File: config.mk
export PLATFORM = sky130hd
export DESIGN_NAME = ex_stage
export DESIGN_NICKNAME = d
export VERILOG_FILES = /design/src/rtl/mips_defs.sv /design/src/rtl/mul_iter.sv /design/src/rtl/ex_stage.sv
export SDC_FILE = /design/constraint.sdc
export NUM_CORES = 1
export LEC_CHECK = 0
export CAP_MARGIN = 10
export CORE_ASPECT_RATIO = 1.1
export CORE_MARGIN = 2
export CORE_UTILIZATION = 30
export DETAILED_ROUTE_END_ITERATION = 10
export PLACE_DENSITY_LB_ADDON = 0.15
export SLEW_MARGIN = 20
export SYNTH_ARGS = -nofsm -noshare
export SYNTH_HDL_FRONTEND = slang
export SYNTH_SLANG_ARGS = --single-unit
File: constraint.sdc
create_clock -name clk -period 16.7 [get_ports clk]
set_input_delay 4.175 -clock clk [delete_from_list [all_inputs] [get_ports clk]]
set_output_delay 4.175 -clock clk [all_outputs]
set_load 0.02 [all_outputs]
File: src/rtl/mips_defs.sv
// mips_defs: ALU op, funct and multiplier state encodings shared by decode and execute
package mips_defs;
  localparam logic [1:0] ALU_ADD = 2'b00, ALU_SUB = 2'b01, ALU_FUNCT = 2'b10, ALU_ORI = 2'b11;
  localparam logic [5:0] F_ADD = 6'h20, F_SUB = 6'h22, F_AND = 6'h24, F_OR = 6'h25,
                         F_SLT = 6'h2A, F_MULTU = 6'h19, F_MFHI = 6'h10, F_MFLO = 6'h12;
  typedef enum logic [1:0] {IDLE, BUSY, DONE} mul_state_t;
endpackage

File: src/rtl/mul_iter.sv
// mul_iter: 32-step shift-add unsigned multiplier holding the HI/LO product
module mul_iter import mips_defs::*; (
  input  logic        clk,
  input  logic        rst,
  input  logic        start,
  input  logic [31:0] a,
  input  logic [31:0] b,
  output logic        busy,
  output logic        done,
  output logic [63:0] product
);
  mul_state_t state;
  logic [4:0] cnt;
  logic [63:0] acc, mcand, acc_nx;
  logic [31:0] mplr;
  assign acc_nx = acc + (mplr[0] ? mcand : 64'd0);
  assign busy = state == BUSY;
  assign done = state == DONE;
  always_ff @(posedge clk)
    if (rst) begin
      state <= IDLE;
      cnt <= '0;
      acc <= '0;
      mcand <= '0;
      mplr <= '0;
      product <= '0;
    end else
      case (state)
        IDLE: if (start) begin
          state <= BUSY;
          cnt <= '0;
          acc <= '0;
          mcand <= {32'd0, a};
          mplr <= b;
        end
        BUSY: begin
          acc <= acc_nx;
          mcand <= mcand << 1;
          mplr <= mplr >> 1;
          cnt <= cnt + 5'd1;
          if (cnt == 5'd31) begin
            product <= acc_nx;
            state <= DONE;
          end
        end
        default: state <= IDLE;
      endcase
endmodule

File: src/rtl/ex_stage.sv
// ex_stage: MIPS execute stage with operand forwarding, ALU and iterative multu stall
module ex_stage import mips_defs::*; (
  input  logic        clk,
  input  logic        rst,
  input  logic        regDst_in,
  input  logic        aluSrc_in,
  input  logic        memtoReg_in,
  input  logic        regWrite_in,
  input  logic        memWrite_in,
  input  logic [1:0]  aluOp_in,
  input  logic [4:0]  rsAddr_in,
  input  logic [4:0]  rtAddr_in,
  input  logic [4:0]  rdAddr_in,
  input  logic [31:0] imme_in,
  input  logic [31:0] rsData_in,
  input  logic [31:0] rtData_in,
  input  logic        wbRegWrite_in,
  input  logic [4:0]  wbAddr_in,
  input  logic [31:0] wbData_in,
  output logic        memtoReg_out,
  output logic        regWrite_out,
  output logic        memWrite_out,
  output logic [4:0]  wrAddr_out,
  output logic [31:0] aluResult_out,
  output logic [31:0] storeData_out,
  output logic        stall_out
);
  logic [5:0] funct;
  logic [31:0] fwd_a, fwd_b, op_b, sum, diff, r_res, alu, hi, lo;
  logic [63:0] product;
  logic is_multu, mul_busy, mul_done, start;
  assign funct = imme_in[5:0];
  assign is_multu = aluOp_in == ALU_FUNCT && funct == F_MULTU;
  // the newest producer wins; r0 is hardwired zero so it is never forwarded
  assign fwd_a = (regWrite_out && wrAddr_out != 5'd0 && wrAddr_out == rsAddr_in) ? aluResult_out :
                 (wbRegWrite_in && wbAddr_in != 5'd0 && wbAddr_in == rsAddr_in) ? wbData_in : rsData_in;
  assign fwd_b = (regWrite_out && wrAddr_out != 5'd0 && wrAddr_out == rtAddr_in) ? aluResult_out :
                 (wbRegWrite_in && wbAddr_in != 5'd0 && wbAddr_in == rtAddr_in) ? wbData_in : rtData_in;
  assign op_b = aluSrc_in ? imme_in : fwd_b;
  assign sum = fwd_a + op_b;
  assign diff = fwd_a - op_b;
  assign hi = product[63:32];
  assign lo = product[31:0];
  assign r_res = funct == F_ADD  ? sum :
                 funct == F_SUB  ? diff :
                 funct == F_AND  ? fwd_a & op_b :
                 funct == F_OR   ? fwd_a | op_b :
                 funct == F_SLT  ? {31'd0, $signed(fwd_a) < $signed(op_b)} :
                 funct == F_MFHI ? hi :
                 funct == F_MFLO ? lo : 32'd0;
  assign alu = aluOp_in == ALU_ADD ? sum :
               aluOp_in == ALU_SUB ? diff :
               aluOp_in == ALU_ORI ? fwd_a | {16'd0, imme_in[15:0]} : r_res;
  // a multu on the inputs during DONE must not retrigger; it retires instead
  assign start = is_multu && !mul_busy && !mul_done;
  assign stall_out = !rst && (start || mul_busy);
  mul_iter u_mul (
    .clk(clk), .rst(rst), .start(start), .a(fwd_a), .b(fwd_b),
    .busy(mul_busy), .done(mul_done), .product(product)
  );
  always_ff @(posedge clk)
    if (rst) begin
      memtoReg_out <= 1'b0;
      regWrite_out <= 1'b0;
      memWrite_out <= 1'b0;
      wrAddr_out <= '0;
      aluResult_out <= '0;
      storeData_out <= '0;
    end else if (stall_out) begin
      memtoReg_out <= 1'b0;
      regWrite_out <= 1'b0;
      memWrite_out <= 1'b0;
    end else begin
      memtoReg_out <= memtoReg_in && !is_multu;
      regWrite_out <= regWrite_in && !is_multu;
      memWrite_out <= memWrite_in && !is_multu;
      wrAddr_out <= regDst_in ? rdAddr_in : rtAddr_in;
      aluResult_out <= alu;
      storeData_out <= fwd_b;
    end
endmodule
* After elaboration in Yosys (flattened, before gate mapping) *
Index checks and enable logic that the tools add are counted.
W data, S select, Z words.

operators by class
  $add $sub $neg = 4
  order comparisons = 1
  equal/unequal tests = 20
  muxes and demuxes = 28
  bitwise gates (word level) = 3
  reductions and logical operators = 27

operator list
  operator               count
  $mux W32               16
  $pmux W64 S2           2
  $mux W64               3
  $add A64 B64 Y64       1
  $pmux W32 S2           1
  $add A32 B32 Y32       1
  $and A32 B32 Y32       1
  $lt A32 B32 Y1         1
  $or A32 B16 Y32        1
  $or A32 B32 Y32        1
  $sub A32 B32 Y32       1
  $eq A6 B6 Y1 const B   5
  $eq A5 B5 Y1           4
  $eq A6 B5 Y1 const B   3
  $logic_and A1 B1 Y1    13
  $mux W5                2
  $pmux W5 S2            1
  $reduce_bool A5 Y1     2
  $eq A2 B2 Y1 const B   3
  $reduce_and A2 Y1      3
  $add A5 B1 Y5 const B  1
  $eq A5 B5 Y1 const B   1
  $eq A2 B1 Y1 const B   2
  $logic_not A1 Y1       4
  other kinds (8)        10

word-level totals
  flip-flop bits (word level) = 303
  bits of input ports = 158
  output and inout port bits = 73
  logic and storage cells = 95

* Longest topological paths before layout *
  depth after elaboration = 15
  mapped depth = 21
  mapped depth without buffers = 19

* Modules after synthesis *
A second synthesis with hierarchy kept.

unflattened totals
  cells, all modules = 3098
  area, all modules = 23033.3 µm²

modules (own cells, without submodules)
  module    times used  cells each  area an instance (µm²)  sequential area each (µm²)
  mul_iter  1           1601        12569.6                 4624.4
  ex_stage  1           1497        10463.8                 1441.4

* Worst setup path after synthesis *
No wires, ideal clock.

  path type = input to output
  start point = input port aluOp_in[1]
  end point = output port stall_out
  arrival time = 5.902 ns
  required time = 12.525 ns
  path slack = 6.623 ns
  cell stages on the path = 6
  path buffers = 2
  cells stage by stage = clkbuf_1 -> nand2_1 -> nor3_1 -> o21bai_1 -> a21oi_1 -> clkbuf_1

between the ends
  word-level cells in the longest chain between the ends = 6

ends and longest elaborated chain
  element                            RTL line        text
  from (decl)                        ex_stage.sv:10  input logic [1:0] aluOp_in,
  $eq A2 B2 Y1                       ex_stage.sv:33  assign is_multu = aluOp_in == ALU_FUNCT && funct == F_MULTU;
  $logic_and A1 B1 Y1                ex_stage.sv:33
  $logic_and A1 B1 Y1 (2 in series)  ex_stage.sv:55  assign start = is_multu && !mul_busy && !mul_done;
  $logic_or A1 B1 Y1                 ex_stage.sv:56  assign stall_out = !rst && (start || mul_busy);
  $logic_and A1 B1 Y1                ex_stage.sv:56
  to (decl)                          ex_stage.sv:26  output logic stall_out

No other way between the ends.

* Final worst setup path *
  start point = input port aluOp_in[0]
  end point = output port stall_out

The elaborated chain is that of the path after synthesis.

==> metrics.csv <==
stage;metric;value;unit
setup_path;cp_max_fo;38;
yosys;synth_fa_ha_area_share;9.27;%
die;die-area;76800;um^2
clock_network;cts_buffers;40;
timing;timing.final.crit_period;11.80;ns
yosys;synth.yosys.warnings;0;
yosys;synthMuxAreaShare;5.64;%
setup_path;worstPathArrival;7.63;ns
job;max-cap-violations;0;
route;detail-route-antenna-nets;0;
yosys;yosys.area_share.simple;18.2;%
timing;final-setup-viol-count;0;
layout;layout_common_cells;nand2_1 (330), dfxtp_1 (302), nor2_1 (256), a21oi_1 (235), clkdlybuf4s50_1 (228);
die;initial_utilization;30.1;%
layout;drive_gt1_share;5.95;%
placed_design;dp_hpwl;70400;um
route;wl_per_cell;23.6;um
global_routing;antenna_found_initial;0;
route;routed_wl;94100;um
layout;syn_to_final_growth;20.1;%
clock_network;cts.sinks;303;
die;rows;105;
setup_path;critical_path_required;12.52;ns
timing;fin_crit_sh;70.7;%
placed_design;io_buffers;230;
yosys;ys_seq_elements;303;
route;drt-initial-drc-count;2264;
yosys;synthCells;2897;
yosys;synth.distinct_cells;87;
yosys;synth-seq-area-share;27.1;%
timing;rsz0062_at_grt;no;
global_routing;grt.total_usage;23.6;%
setup_path;critPathKind;primary input to primary output;
global_routing;grt_pass1_vias;21900;
setup_path;crit_path_end_kind;primary output;
setup_path;worst_setup_path_start_kind;primary input;
yosys;synth_nets;3219;
global_routing;grt_overflow;0;
yosys;synth_compound_area_share;29.2;%
clock_network;clockBufferDepth;3;
timing;slew_headroom;20.4;%
timing;hold_viol;0;
yosys;synth_top_family_by_area;compound AO/OA/AOI/OAI gates;
placed_design;place_area;25500;um^2
yosys;synth_xor_area_share;4.58;%
pwr;p_leak;10.4;nW
layout;layout_commonest_cell;nand2_1;
placed_design;place_congestion;0.915;
clock_network;hold_buffers;0;
layout;nFillCells;7743;
global_routing;grt_max_degree;152;
die;fp.dieW;264;um
global_routing;grt_pass1_wl;140000;um
die;coreArea;74200;um^2
timing;tightest_slew;1.16;ns
yosys;netlist_area;22400;um^2
layout;fin_nets;3319;
timing;fmax;84.7;MHz
clock_network;clock_latency;0.58;ns
timing;drv_slew;0;
setup_path;r2r_slack;10.57;ns
yosys;ys.flop_type;dfxtp_1;
clock_network;cts_setup_buffers;0;
pwr;cellPowerDensity;80.4;nW/um^2
route;drc;0;
layout;finalInstanceArea;26900;um^2
layout;antenna_cells;0;
pwr;ir_worst_vdd;0.0000604;V
clock_network;cts_resized;0;
clock_network;cts-root-buf;clkbuf_16;
layout;utilization;36.2;%
timing;fin_skew;0.0229;ns
timing;setup_tns;0;ns
yosys;synth_edf_count;0;
clock_network;cts_tree;done;
yosys;synth_async_sr_flop_share;0;%
route;vias;22700;
die;io_pins;231;
worst_hold_path;hp-class;flop to flop;
clock_network;h-tree-depth;2;
route;vias_per_cell;5.70;
yosys;avgSynthCellArea;7.72;um^2
die;die_h;290;um
route;drtPass1Iterations;8;
clock_network;clk_pin_slew;0.06;ns
outcome;status;completed;
## per-stage QoR
| stage | instances | worst slack [ns] | hold WS, ns | power (mW) |
|---|---|---|---|---|
| after floorplan | 2897 | 6.62 | 0.430 | 1.05 |
| after global placement | 3918 | 5.01 | 0.438 | 1.25 |
| after detailed placement | 3918 | 4.96 | 0.445 | 1.25 |
| after CTS | 3988 | 4.95 | 0.453 | 2.18 |
| after global routing | 3988 | 4.74 | 0.469 | 2.25 |
| final | 3988 | 4.90 | 0.451 | 2.16 |
## synthesized netlist by cell type, types with 7 or more instances
cell | instances | area (um^2)
and2_1 | 78 | 488
nor2b_1 | 14 | 87.6
o221ai_1 | 15 | 131
nor3b_1 | 8 | 60.1
or3_1 | 12 | 75.1
a221oi_1 | 21 | 184
and3_1 | 11 | 68.8
xor2_1 | 31 | 272
a31oi_1 | 25 | 156
o22ai_1 | 7 | 43.8
nand2b_1 | 15 | 93.8
a21o_1 | 52 | 390
xnor2_1 | 86 | 753
inv_1 | 124 | 465
nor4_1 | 10 | 62.6
a221o_1 | 19 | 190
mux2i_1 | 90 | 901
dfxtp_1 | 303 | 6070
nand3_1 | 46 | 230
nor2_1 | 257 | 965
a222oi_1 | 70 | 701
ha_1 | 161 | 2010
a211o_1 | 9 | 78.8
o21bai_1 | 21 | 158
clkbuf_1 | 190 | 713
or4_1 | 10 | 75.1
o211ai_1 | 25 | 188
a22oi_1 | 78 | 586
a22o_1 | 52 | 455
nor3_1 | 37 | 185
nand2_1 | 331 | 1240
buf_1 | 22 | 82.6
o31ai_1 | 26 | 195
mux2_2 | 32 | 360
o21ai_0 | 144 | 721
a211oi_1 | 27 | 203
o21a_1 | 21 | 158
nand4_1 | 27 | 169
o21ai_1 | 41 | 205
a21oi_1 | 236 | 1180
## worst paths after layout
check | start | endpoint | cells past startpoint
min | u_mul.acc[61] | u_mul.acc[61] | 2
max reg2reg | wrAddr_out[0] | aluResult_out[29] | 18
max | aluOp_in[0] | stall_out | 10
min reg2reg | u_mul.acc[61] | u_mul.acc[61] | 2
## worst max-delay path: stages
cell,delay (ns)
clkdlybuf4s50_1,0.43
buf_4,0.30
inv_1,0.10
buf_4,0.37
nand2_1,0.26
nor3_1,0.57
nand2_1,0.23
a21oi_4,0.16
buf_4,0.29
clkdlybuf4s50_1,0.67
## metal layers
metal	part of all wire, %	GRT usage (%)	up-vias
met4	2.9	6.94	0
met3	6.0	3.42	132
li1	-	-	10800
met1	45	31.6	11000
met2	46	39.1	820
met5	0	0	-
## power breakdown
part | leakage (nW) | switching, mW | total [mW] | internal (mW)
clock | 0.673 | 0.359 | 0.918 | 0.559
combinational | 7.28 | 0.288 | 0.478 | 0.191
sequential | 2.46 | 0.0231 | 0.763 | 0.740
## area by class of cell
cell class / instances / area (um^2) / share of cell area (%)
Tap cell: 963 / 1200 / 4.48
Clock buffer: 56 / 1150 / 4.28
Timing Repair Buffer: 277 / 2660 / 9.91
Inverter: 130 / 488 / 1.82
Clock inverter: 14 / 224 / 0.833
Sequential cell: 303 / 6070 / 22.6
Multi-Input combinational cell: 2245 / 15100 / 56.1
## cells by family (layout without fill, tap and decap cells)
group | count (synthesis) | after routing
flops | 303 | 303
simple gates | 888 | 888
mux | 122 | 122
fa+ha+maj | 164 | 164
xor+xnor | 117 | 117
buf+inv | 349 | 477
compound gates | 954 | 954
## flip-flops by register name, summed over array words and instances, names as in the netlist, 2 cells and up
register and cells:
u_mul.cnt 5, wrAddr_out 5, u_mul.mplr 32, u_mul.state 2, u_mul.product 64, aluResult_out 32, u_mul.mcand 64, u_mul.acc 64
storeData_out 32
No activity file was read; power rests on OpenSTA's default activity.
